**config.mk**
```make
export PLATFORM = sky130hd
export DESIGN_NAME = reg_file_param
export DESIGN_NICKNAME = d
export VERILOG_FILES = /design/src/rtl/reg_file_param.sv
export SDC_FILE = /design/constraint.sdc
export NUM_CORES = 1
export LEC_CHECK = 0
export BUFFER_PORTS_ARGS = -buffer_cell sky130_fd_sc_hd__buf_2
export CAP_MARGIN = 20
export CORE_MARGIN = 2
export CORE_UTILIZATION = 54
export DETAILED_ROUTE_END_ITERATION = 8
export PLACE_DENSITY = 0.75
export RECOVER_POWER = 25
export SETUP_SLACK_MARGIN = 0.05
export SLEW_MARGIN = 10
export SYNTH_ARGS = -nofsm -noshare
export SYNTH_HDL_FRONTEND = slang
export SYNTH_SLANG_ARGS = --single-unit
export TNS_END_PERCENT = 20
```
**constraint.sdc**
```tcl
create_clock -name clk -period 4.6 [get_ports clk]
set_input_delay 0.46 -clock clk [delete_from_list [all_inputs] [get_ports clk]]
set_output_delay 0.46 -clock clk [all_outputs]
set_load 0.05 [all_outputs]
```
**src/rtl/reg_file_param.sv**
```systemverilog
// reg_file_param: parametrised register file with one write port, two independently
// enabled registered read ports, optional hard-wired zero register and a self-timed
// clear sequencer that zeroes the array one word per cycle.
// Optional build macro: REG_FILE_BYPASS_EN forwards same-edge writes/clears to the
// read ports. Without it, a same-edge read sees the pre-edge contents.
module reg_file_param #(
  parameter int unsigned WIDTH    = 16,
  parameter int unsigned ADDR_W   = 3,
  parameter bit          ZERO_REG = 1'b0
) (
  input  logic              clk,
  input  logic              reset,
  input  logic              wr,
  input  logic [ADDR_W-1:0] wr_addr,
  input  logic [WIDTH-1:0]  d_in,
  input  logic              rd_en_a,
  input  logic [ADDR_W-1:0] rd_addr_a,
  input  logic              rd_en_b,
  input  logic [ADDR_W-1:0] rd_addr_b,
  input  logic              clr,
  output logic [WIDTH-1:0]  d_out_a,
  output logic [WIDTH-1:0]  d_out_b,
  output logic              vld_a,
  output logic              vld_b,
  output logic              busy,
  output logic              wr_drop
);

  localparam int unsigned DEPTH = 2 ** ADDR_W;

  typedef enum logic [0:0] {StIdle, StClear} state_e;

  state_e            state_q, state_d;
  logic [ADDR_W-1:0] ptr_q, ptr_d;
  logic              busy_q, busy_d;
  logic              wr_drop_q, wr_drop_d;

  logic [WIDTH-1:0]  mem_q [DEPTH];
  logic [WIDTH-1:0]  mem_d [DEPTH];

  logic [WIDTH-1:0]  d_out_a_q, d_out_a_d;
  logic [WIDTH-1:0]  d_out_b_q, d_out_b_d;
  logic              vld_a_q, vld_a_d;
  logic              vld_b_q, vld_b_d;

  logic              clearing;
  logic              wr_ok;

  // Write qualification: clr wins over wr; zero-register writes vanish without a drop.
  always_comb begin
    clearing  = (state_q == StClear);
    wr_ok     = wr && (state_q == StIdle) && !clr && !(ZERO_REG && (wr_addr == '0));
    wr_drop_d = wr && (clearing || clr);
  end

  // Clear sequencer next state: sweep pointer walks 0..DEPTH-1, then back to idle.
  always_comb begin
    state_d = state_q;
    ptr_d   = ptr_q;
    busy_d  = busy_q;
    unique case (state_q)
      StIdle: begin
        if (clr) begin
          state_d = StClear;
          ptr_d   = '0;
          busy_d  = 1'b1;
        end
      end
      StClear: begin
        if (&ptr_q) begin
          state_d = StIdle;
          ptr_d   = '0;
          busy_d  = 1'b0;
        end else begin
          ptr_d = ptr_q + ADDR_W'(1);
        end
      end
      default: begin
        state_d = StIdle;
        ptr_d   = '0;
        busy_d  = 1'b0;
      end
    endcase
  end

  // Array next state: sweep clear and accepted write never coincide.
  always_comb begin
    mem_d = mem_q;
    if (clearing) mem_d[ptr_q] = '0;
    if (wr_ok)    mem_d[wr_addr] = d_in;
  end

  // Read word for one port, including optional same-edge forwarding.
  function automatic logic [WIDTH-1:0] rd_word(input logic [ADDR_W-1:0] addr);
    logic [WIDTH-1:0] w;
    w = mem_q[addr];
`ifdef REG_FILE_BYPASS_EN
    if (clearing && (addr == ptr_q))  w = '0;
    if (wr_ok && (addr == wr_addr))   w = d_in;
`endif
    if (ZERO_REG && (addr == '0))     w = '0;
    return w;
  endfunction

  // Read ports: load on request, otherwise hold data and drop valid.
  always_comb begin
    vld_a_d   = rd_en_a;
    vld_b_d   = rd_en_b;
    d_out_a_d = rd_en_a ? rd_word(rd_addr_a) : d_out_a_q;
    d_out_b_d = rd_en_b ? rd_word(rd_addr_b) : d_out_b_q;
  end

  // FSM and status registers.
  always_ff @(posedge clk or posedge reset) begin
    if (reset) begin
      state_q   <= StIdle;
      ptr_q     <= '0;
      busy_q    <= 1'b0;
      wr_drop_q <= 1'b0;
    end else begin
      state_q   <= state_d;
      ptr_q     <= ptr_d;
      busy_q    <= busy_d;
      wr_drop_q <= wr_drop_d;
    end
  end

  // Storage array.
  always_ff @(posedge clk or posedge reset) begin
    if (reset) begin
      for (int i = 0; i < int'(DEPTH); i++) mem_q[i] <= '0;
    end else begin
      mem_q <= mem_d;
    end
  end

  // Registered read outputs.
  always_ff @(posedge clk or posedge reset) begin
    if (reset) begin
      d_out_a_q <= '0;
      d_out_b_q <= '0;
      vld_a_q   <= 1'b0;
      vld_b_q   <= 1'b0;
    end else begin
      d_out_a_q <= d_out_a_d;
      d_out_b_q <= d_out_b_d;
      vld_a_q   <= vld_a_d;
      vld_b_q   <= vld_b_d;
    end
  end

  assign d_out_a = d_out_a_q;
  assign d_out_b = d_out_b_q;
  assign vld_a   = vld_a_q;
  assign vld_b   = vld_b_q;
  assign busy    = busy_q;
  assign wr_drop = wr_drop_q;

endmodule

```
# After elaboration in Yosys (flattened, before gate mapping)
# Cells that the tools add are included.
word_totals:
  output_inout_bits: 36
  elab_cells: 63
  ff_bits: 168
  input_bits: 31
op_classes:
  magnitude_cmp: 6
  n_mux: 22
  reduce_logical: 9
  n_eq_ne: 2
  addsub: 1
  bitwise: 7
op_table:
  columns: ["op", "n"]
  rows:
  - ["two-way mux 128 bit", 2]
  - ["AND 128 bit", 1]
  - ["bitwise mux 128 bit", 1]
  - ["NOT 128 bit", 1]
  - ["binary-select mux 16 bit (select 3 bit)", 2]
  - ["demux 16 bit (select 3 bit)", 2]
  - ["two-way mux 16 bit", 6]
  - [">= comparator 4 bit (second input constant)", 4]
  - ["NOT 3 -> 4 bit", 4]
  - ["< comparator 4 x 1 -> 1 bit (second input constant)", 2]
  - ["two-way mux 3 bit", 2]
  - ["case mux 3 bit (2 select lines)", 1]
  - ["logical AND 1 bit", 5]
  - ["two-way mux 1 bit", 4]
  - ["case mux 1 bit (2 select lines)", 2]
  - ["adder 3 x 1 -> 3 bit (second input constant)", 1]
  - ["AND reduction 3 bit", 1]
  - ["!= test 2 x 1 -> 1 bit (second input constant)", 1]
  - ["!= test 2 bit (second input constant)", 1]
  - ["AND reduction 2 bit", 1]
  - ["zero test 1 bit", 1]
  - ["logical OR 1 bit", 1]
  - ["NOT 1 bit", 1]

# Longest topological paths before layout
# Gate-level depths: netlist of run 1.
depth:
  depth_word: 10
  depth_mapped: 7
  ltp_nobuf: 4

# Worst setup path before layout of run 1
# OpenSTA, ideal clock, no wires.
synth_path:
  path_type: "input-to-reg"
  from: "in rd_addr_a[0]"
  to: "reg d_out_a_q[0] (netlist: d_out_a[0])"
  cell_stages: 6
  slack_ps: 2924
  n_path_buf: 3
  arrival_time_ps: 1556
  t_required_ps: 4480
  setup_ps: 120
  cell_sequence: "buf_2 > buf_2 > buf_2 > mux2i_1 > nand3_1 > a41o_1"
synth_between:
  elab_chain_cells: 4
synth_rtl:
  columns: ["item", "line_no", "text"]
  rows:
  - ["start, declared", "17", "input logic [ADDR_W-1:0] rd_addr_a,"]
  - ["NOT 3 -> 4 bit (not written as such)", "96", "w = mem_q[addr];"]
  - ["binary-select mux 16 bit (select 3 bit)", "96", null]
  - ["two-way mux 16 bit (not written as such) (2 in a row)", "96", null]
  - ["end signal, assigned", "145", "d_out_a_q <= d_out_a_d;"]
  - ["end, declared", "41", "logic [WIDTH-1:0] d_out_a_q, d_out_a_d;"]
# Every way passes these cells. The select of a mux whose other input is x is not followed.
# A chain may end at the register's enable or synchronous reset.

==> results of run 1 <==
cell families (layout without fill, tap and decap cells):
group                    count (synthesis)  after routing  share of synthesized area
AO/OA/AOI/OAI                          100            100                    0.09444
adder cells (fa/ha/maj)                  2              2                   0.002741
buffers and inverters                   90            125                    0.05112
flip-flops                             168            168                     0.4605
multiplexers                           225            225                     0.2467
AND/OR/NAND/NOR                        260            260                     0.1445
routing by layer:
layer  routed length (um)  track usage  part of all wire
met1                11330       0.4042              0.45
met3                 1441      0.05064             0.057
met4                  455      0.09240             0.018
met5                    0            0                 0
met2                11970       0.4624              0.48
cells in the final DEF (no fill, tap or decap), types with 2 or more instances in the layout:
| cell type | count |
|---|---|
| clkbuf_16 | 17 |
| clkinvlp_4 | 4 |
| o21ai_0 | 3 |
| dfrtp_1 | 168 |
| nand4b_1 | 3 |
| nor2_2 | 2 |
| a41o_1 | 32 |
| bufinv_16 | 4 |
| buf_2 | 62 |
| clkbuf_1 | 2 |
| nor2b_1 | 65 |
| nand4bb_1 | 3 |
| nand2_2 | 4 |
| inv_1 | 18 |
| clkinv_2 | 2 |
| clkbuf_8 | 4 |
| buf_4 | 6 |
| ha_1 | 2 |
| nor2_1 | 3 |
| a22oi_1 | 32 |
| buf_6 | 3 |
| nor2b_2 | 2 |
| nand2b_1 | 5 |
| a211o_1 | 32 |
| nand3_1 | 32 |
| nand2_1 | 130 |
| mux2i_1 | 225 |
how the worst max path moves through the flow:
| stage | from | to | slack, ns | cells after the start |
|---|---|---|---|---|
| after floorplan | reset | busy$_DFFE_PP0P_ | 2.00 | 1 |
| after global placement | rd_addr_b[1] | d_out_b[9]$_DFFE_PP0P_ | 2.23 | 4 |
| after detailed placement | rd_addr_a[1] | d_out_a[13]$_DFFE_PP0P_ | 2.19 | 4 |
| after CTS | clearing$_DFF_PP0_ | mem_q[94]$_DFF_PP0_ | 2.29 | 3 |
| after global routing | clearing$_DFF_PP0_ | mem_q[101]$_DFF_PP0_ | 2.22 | 3 |
| final | clearing$_DFF_PP0_ | mem_q[101]$_DFF_PP0_ | 2.34 | 3 |
flip-flops by register name, summed over array words and instances, names as in the netlist:
signal,cells
wr_drop,1
d_out_a,16
ptr_q,3
mem_q,128
vld_b,1
clearing,1
busy,1
vld_a,1
d_out_b,16
power by group:
group	internal, mW	switching, mW	leakage (nW)
combinational	0.607	1.01	2.89
sequential	1.94	0.426	2.25
clock	0.966	0.599	0.307
metrics by stage:
| stage | power, mW | hold slack (ns) | area [sq um] | utilization | worst slack (ns) |
|---|---|---|---|---|---|
| 2_1_floorplan | 3.502 | 0.4914 | 9133 | - | 1.999 |
| 3_3_place_gp | 3.887 | 0.5273 | 9408 | 0.5673 | 2.227 |
| 3_5_place_dp | 3.946 | 0.5343 | 9408 | 0.5673 | 2.187 |
| 4_1_cts | 5.515 | 0.1654 | 10060 | 0.6065 | 2.287 |
| 5_1_grt | 5.829 | 0.2939 | 10090 | 0.6082 | 2.218 |
| 6_report | 5.544 | 0.2909 | 10090 | 0.6082 | 2.343 |
area by class of cell:
| class | count | area share |
|---|---|---|
| clock buffers | 21 | 0.04764 |
| clock inverters | 11 | 0.01675 |
| inverters | 19 | 0.007195 |
| multi-input cells | 587 | 0.4430 |
| flip-flops and latches | 168 | 0.4168 |
| well taps | 220 | 0.02729 |
| repair buffers | 74 | 0.04131 |
==> results.sh, run 1 <==
export IMPL_initial_core_util=0.5505
export IMPL_critPathBufInv=0
export IMPL_min_to="wr_drop$_DFF_PP0_"
export IMPL_htreeDepth=4
export IMPL_yosys_top_cells_count="mux2i_1, dfrtp_1, nand2_1"
export IMPL_critPathTopFamily="simple AND/OR/NAND/NOR gates"
export IMPL_crit_type="flip-flop to flip-flop"
export IMPL_ff2ff_path_depth=3
export IMPL_nets=900
export IMPL_violations="capacitance limit, slew limit"
export IMPL_row_count=47
export IMPL_seq_area_sq_um=4204
export IMPL_drtIter0Drc=608
export IMPL_holdCritStartpoint="wr"
export IMPL_arrival_ns=2.54
export IMPL_io_buffer_count=66
export IMPL_viasPerCell=6.228
export IMPL_synth_top_cell_by_area="dfrtp_1"
export IMPL_min_path_type="input pin to flip-flop"
export IMPL_synth_area_sq_um=9129
export IMPL_netlist_area_leader_share=0.4605
export IMPL_ys_async_sr_fraction=1.000
export IMPL_status="finished, violations left"
export IMPL_synth_edff_count=0
export IMPL_crit_path_end_kind="flip-flop"
export IMPL_multiInputGateArea_sq_um=4468
export IMPL_wl_per_cell_um=22.91
export IMPL_ys_types=35
export IMPL_p_leak_nw=5.444
export IMPL_yosysMostFrequentCell="mux2i_1"
export IMPL_worstPathRequired_ns=4.88
export IMPL_syn_area_per_cell_sq_um=10.80
export IMPL_cts_tree="yes"
export IMPL_cts_root_buf="clkbuf_16"
export IMPL_antenna_found_initial=0
export IMPL_cts_sinks=168
export IMPL_yosys_register_bits=168
export IMPL_start_kind="flip-flop"
export IMPL_die_y_um=134.0
export IMPL_grt_usage=0.2891
export IMPL_cts_setup_buffers=0
export IMPL_core_area_sq_um=16580
export IMPL_min_period_ns=2.257
export IMPL_dpl_hpwl_um=15310
export IMPL_syn_nets=878
export IMPL_grt_max_degree=95
export IMPL_ys_warn_count=0
export IMPL_drcViolationCount=0
export IMPL_stdcell_count=1100
export IMPL_slowest_delay_ns=0.97
export IMPL_rsz0062_at_grt="false"
export IMPL_first_global_vias=6817
export IMPL_drive_above_1_share=0.1341
export IMPL_synth_cells=845
export IMPL_io_pins=67
export IMPL_synth_area_leaders="dfrtp_1, mux2i_1, nand2_1, nor2b_1, a41o_1"
export IMPL_ant_nets=0
export IMPL_fillers=1407
export IMPL_placed_cells=1065
export IMPL_hold_violations=0
export IMPL_cellPowerDensity_nw_per_um2=549.7
export IMPL_reg2reg_from="clearing$_DFF_PP0_"
export IMPL_final_max_slew_viol_count=100
export IMPL_hold_depth=2
export IMPL_syn_to_final_growth_pct=10.48
export IMPL_finalClockSkew_ns=0.007117
export IMPL_numCtsBuffers=17
export IMPL_clk_latency_ns=0.43
export IMPL_die_x_um=134.0
export IMPL_diodes=0
export IMPL_vias=6851
export IMPL_max_freq_mhz=443.0
export IMPL_grt_pass1_wl_um=39360
export IMPL_cts_repair_resized=0
export IMPL_finalSetupViolCount=0
export IMPL_fin_crit_sh=0.4907
export IMPL_crit_fanout=18
export IMPL_clock_path_buffers=2
export IMPL_slowest_stage="nand4bb_1"
export IMPL_finalSetupTns_ns=0
export IMPL_gp_congestion=0.7977
export IMPL_r2r_end="mem_q[101]$_DFF_PP0_"
export IMPL_wl_um=25200
export IMPL_peakVddDrop_mv=0.3017
export IMPL_dr_pass1_iters=5
export IMPL_synthFlopType="dfrtp_1"
export IMPL_path_cells="nand4bb_1, nand2_1, mux2i_1"
export IMPL_tightestPinTransition_ns=1.686
export IMPL_hold_buffers=0
export IMPL_ys_seq_area_frac=0.4605
export IMPL_relSlewSlack=-0.1240
export IMPL_die_area_sq_um=17960
export IMPL_reg2reg_setup_slack_ns=2.34
export IMPL_grt_overflow_total=0
export IMPL_clk_pin_slew_ns=0.06
export IMPL_cap_violations=3
Note: power is estimated with default switching activity, not from simulation.
==> run 2, diff against run 1 <==
PLACE_DENSITY = 0.72   (was 0.75)
clock period = 2.1 ns   (was 4.6 ns; I/O delays follow)
==> run 2 against run 1 <==
  * Worst setup slack lost 2.0 ns
  * Cell count up 2.9%
  * Clock skew down 0.0016 ns
  * Die area unchanged
  * Register-to-register slack worse by 2.0 ns
  * Global-route usage is 2.3 points higher
  * The flow still finishes with violations (capacitance limit, slew limit)
  * Sequential share of layout area is 0.99 points lower
  * Clock power increased by 110%
  * Critical path depth unchanged
  * First-iteration DRC count rose by 15%
  * Worst hold slack worse by 0.24 ns
  * Sequential power rose by 120%
==> results.sh, run 2 (synthesis results as in run 1) <==
export IMPL_status="finished, violations left"
export IMPL_violations="capacitance limit, slew limit"
export IMPL_hold_violations=0
export IMPL_min_period_ns=1.773
export IMPL_reg2reg_from="clearing$_DFF_PP0_"
export IMPL_start_kind="flip-flop"
export IMPL_numCtsBuffers=17
export IMPL_peakVddDrop_mv=0.9202
export IMPL_viasPerCell=6.315
export IMPL_cts_tree="yes"
export IMPL_reg2reg_setup_slack_ns=0.33
export IMPL_finalClockSkew_ns=0.005519
export IMPL_worstPathRequired_ns=2.43
export IMPL_r2r_end="mem_q[113]$_DFF_PP0_"
export IMPL_finalSetupViolCount=0
export IMPL_dpl_hpwl_um=17590
export IMPL_finalSetupTns_ns=0
export IMPL_regMostFlops="mem_q"
export IMPL_grt_max_degree=57
export IMPL_max_freq_mhz=563.9
export IMPL_min_to="wr_drop$_DFF_PP0_"
export IMPL_cellPowerDensity_nw_per_um2=1178
export IMPL_diodes=0
export IMPL_die_y_um=134.0
export IMPL_first_global_vias=7470
export IMPL_wl_um=26860
export IMPL_antenna_found_initial=0
export IMPL_final_area_sq_um=10330
export IMPL_ant_nets=0
export IMPL_min_path_type="input pin to flip-flop"
export IMPL_row_count=47
export IMPL_placed_cell_area_sq_um=9748
export IMPL_startpoint="clearing$_DFF_PP0_"
export IMPL_tightestPinTransition_ns=1.824
export IMPL_layout_common_cells="mux2i_1, dfrtp_1, nand2_1, nor2b_1, buf_2"
export IMPL_grt_pass1_wl_um=42010
export IMPL_die_area_sq_um=17960
export IMPL_crit_path_end_kind="flip-flop"
export IMPL_rsz0062_at_grt="false"
export IMPL_p_leak_nw=5.602
export IMPL_gp_congestion=0.8737
export IMPL_clk_latency_ns=0.43
export IMPL_hold_depth=2
export IMPL_drive_above_1_share=0.1579
export IMPL_die_x_um=134.0
export IMPL_drtIter0Drc=699
export IMPL_drcViolationCount=0
export IMPL_cts_sinks=168
export IMPL_cap_violations=2
export IMPL_relSlewSlack=-0.2160
export IMPL_cts_repair_resized=0
export IMPL_vias=7149
export IMPL_largest_reg_flops=128
export IMPL_crit_fanout=16
export IMPL_initial_core_util=0.5505
export IMPL_io_buffer_count=66
export IMPL_final_max_slew_viol_count=68
export IMPL_whs_ns=0.05179
export IMPL_crit_type="flip-flop to flip-flop"
export IMPL_ff2ff_path_depth=3
export IMPL_nets=933
export IMPL_grt_overflow_total=0
export IMPL_core_area_sq_um=16580
export IMPL_final_common_cell="mux2i_1"
export IMPL_htreeDepth=4
export IMPL_holdCritStartpoint="wr"
export IMPL_io_pins=67
export IMPL_clk_pin_slew_ns=0.06
export IMPL_wl_per_cell_um=23.73
export IMPL_grt_usage=0.3119
export IMPL_cts_root_buf="clkbuf_16"
export IMPL_hold_buffers=1
export IMPL_clock_path_buffers=2
export IMPL_cts_setup_buffers=0
export IMPL_fin_crit_sh=0.8444
export IMPL_arrival_ns=2.10
export IMPL_syn_to_final_growth_pct=13.17
export IMPL_fillers=1336
export IMPL_dr_pass1_iters=6
## run 2: cell type report
type	count	area [sq um]	share of cell area
Clock inverter	8	117.6	0.01138
Sequential cell	168	4204	0.4069
Tap cell	220	275.3	0.02664
Multi-Input combinational cell	587	4458	0.4315
Clock buffer	23	498.0	0.04820
Timing Repair Buffer	107	705.7	0.06831
Inverter	19	72.57	0.007024
## run 2: worst max-delay path by stage
| stage | end | cells after the start |
|---|---|---|
| after floorplan | busy$_DFFE_PP0P_ | 1 |
| after global placement | mem_q[9]$_DFF_PP0_ | 3 |
| after detailed placement | mem_q[8]$_DFF_PP0_ | 3 |
| after CTS | mem_q[113]$_DFF_PP0_ | 3 |
| after global routing | d_out_a[13]$_DFFE_PP0P_ | 4 |
| final | mem_q[113]$_DFF_PP0_ | 3 |
## run 2: critical path, stage by stage, from the launching register on
cell and delay [ns]:
dfrtp_1 0.49, nor3b_4 0.33, nand2_2 0.48, mux2i_1 0.36
## run 2: per-layer routing
| layer | GRT usage | up-vias | wire [um] |
|---|---|---|---|
| met3 | 0.05971 | 58 | 2193 |
| met4 | 0.1298 | 0 | 850 |
| met1 | 0.4165 | 3623 | 10800 |
| met2 | 0.5031 | 348 | 13020 |
| met5 | 0 | - | 0 |
| li1 | - | 3120 | - |
## run 2: stage by stage
step / util / power [mW] / setup slack (ns) / std cells
3_3_place_gp: 0.5878 / 8.610 / 0.4819 / 1100
6_report: 0.6230 / 12.17 / 0.3268 / 1132
4_1_cts: 0.6255 / 12.17 / 0.3569 / 1132
5_1_grt: 0.6230 / 12.78 / 0.1976 / 1132
2_1_floorplan: - / 7.671 / -0.2507 / 845
3_5_place_dp: 0.5878 / 8.873 / 0.3863 / 1100
## run 2: report_power, final
group | total [mW] | internal, mW | switching [mW]
logic | 3.78 | 1.41 | 2.36
clock network | 3.28 | 2.02 | 1.27
registers | 5.11 | 4.25 | 0.863
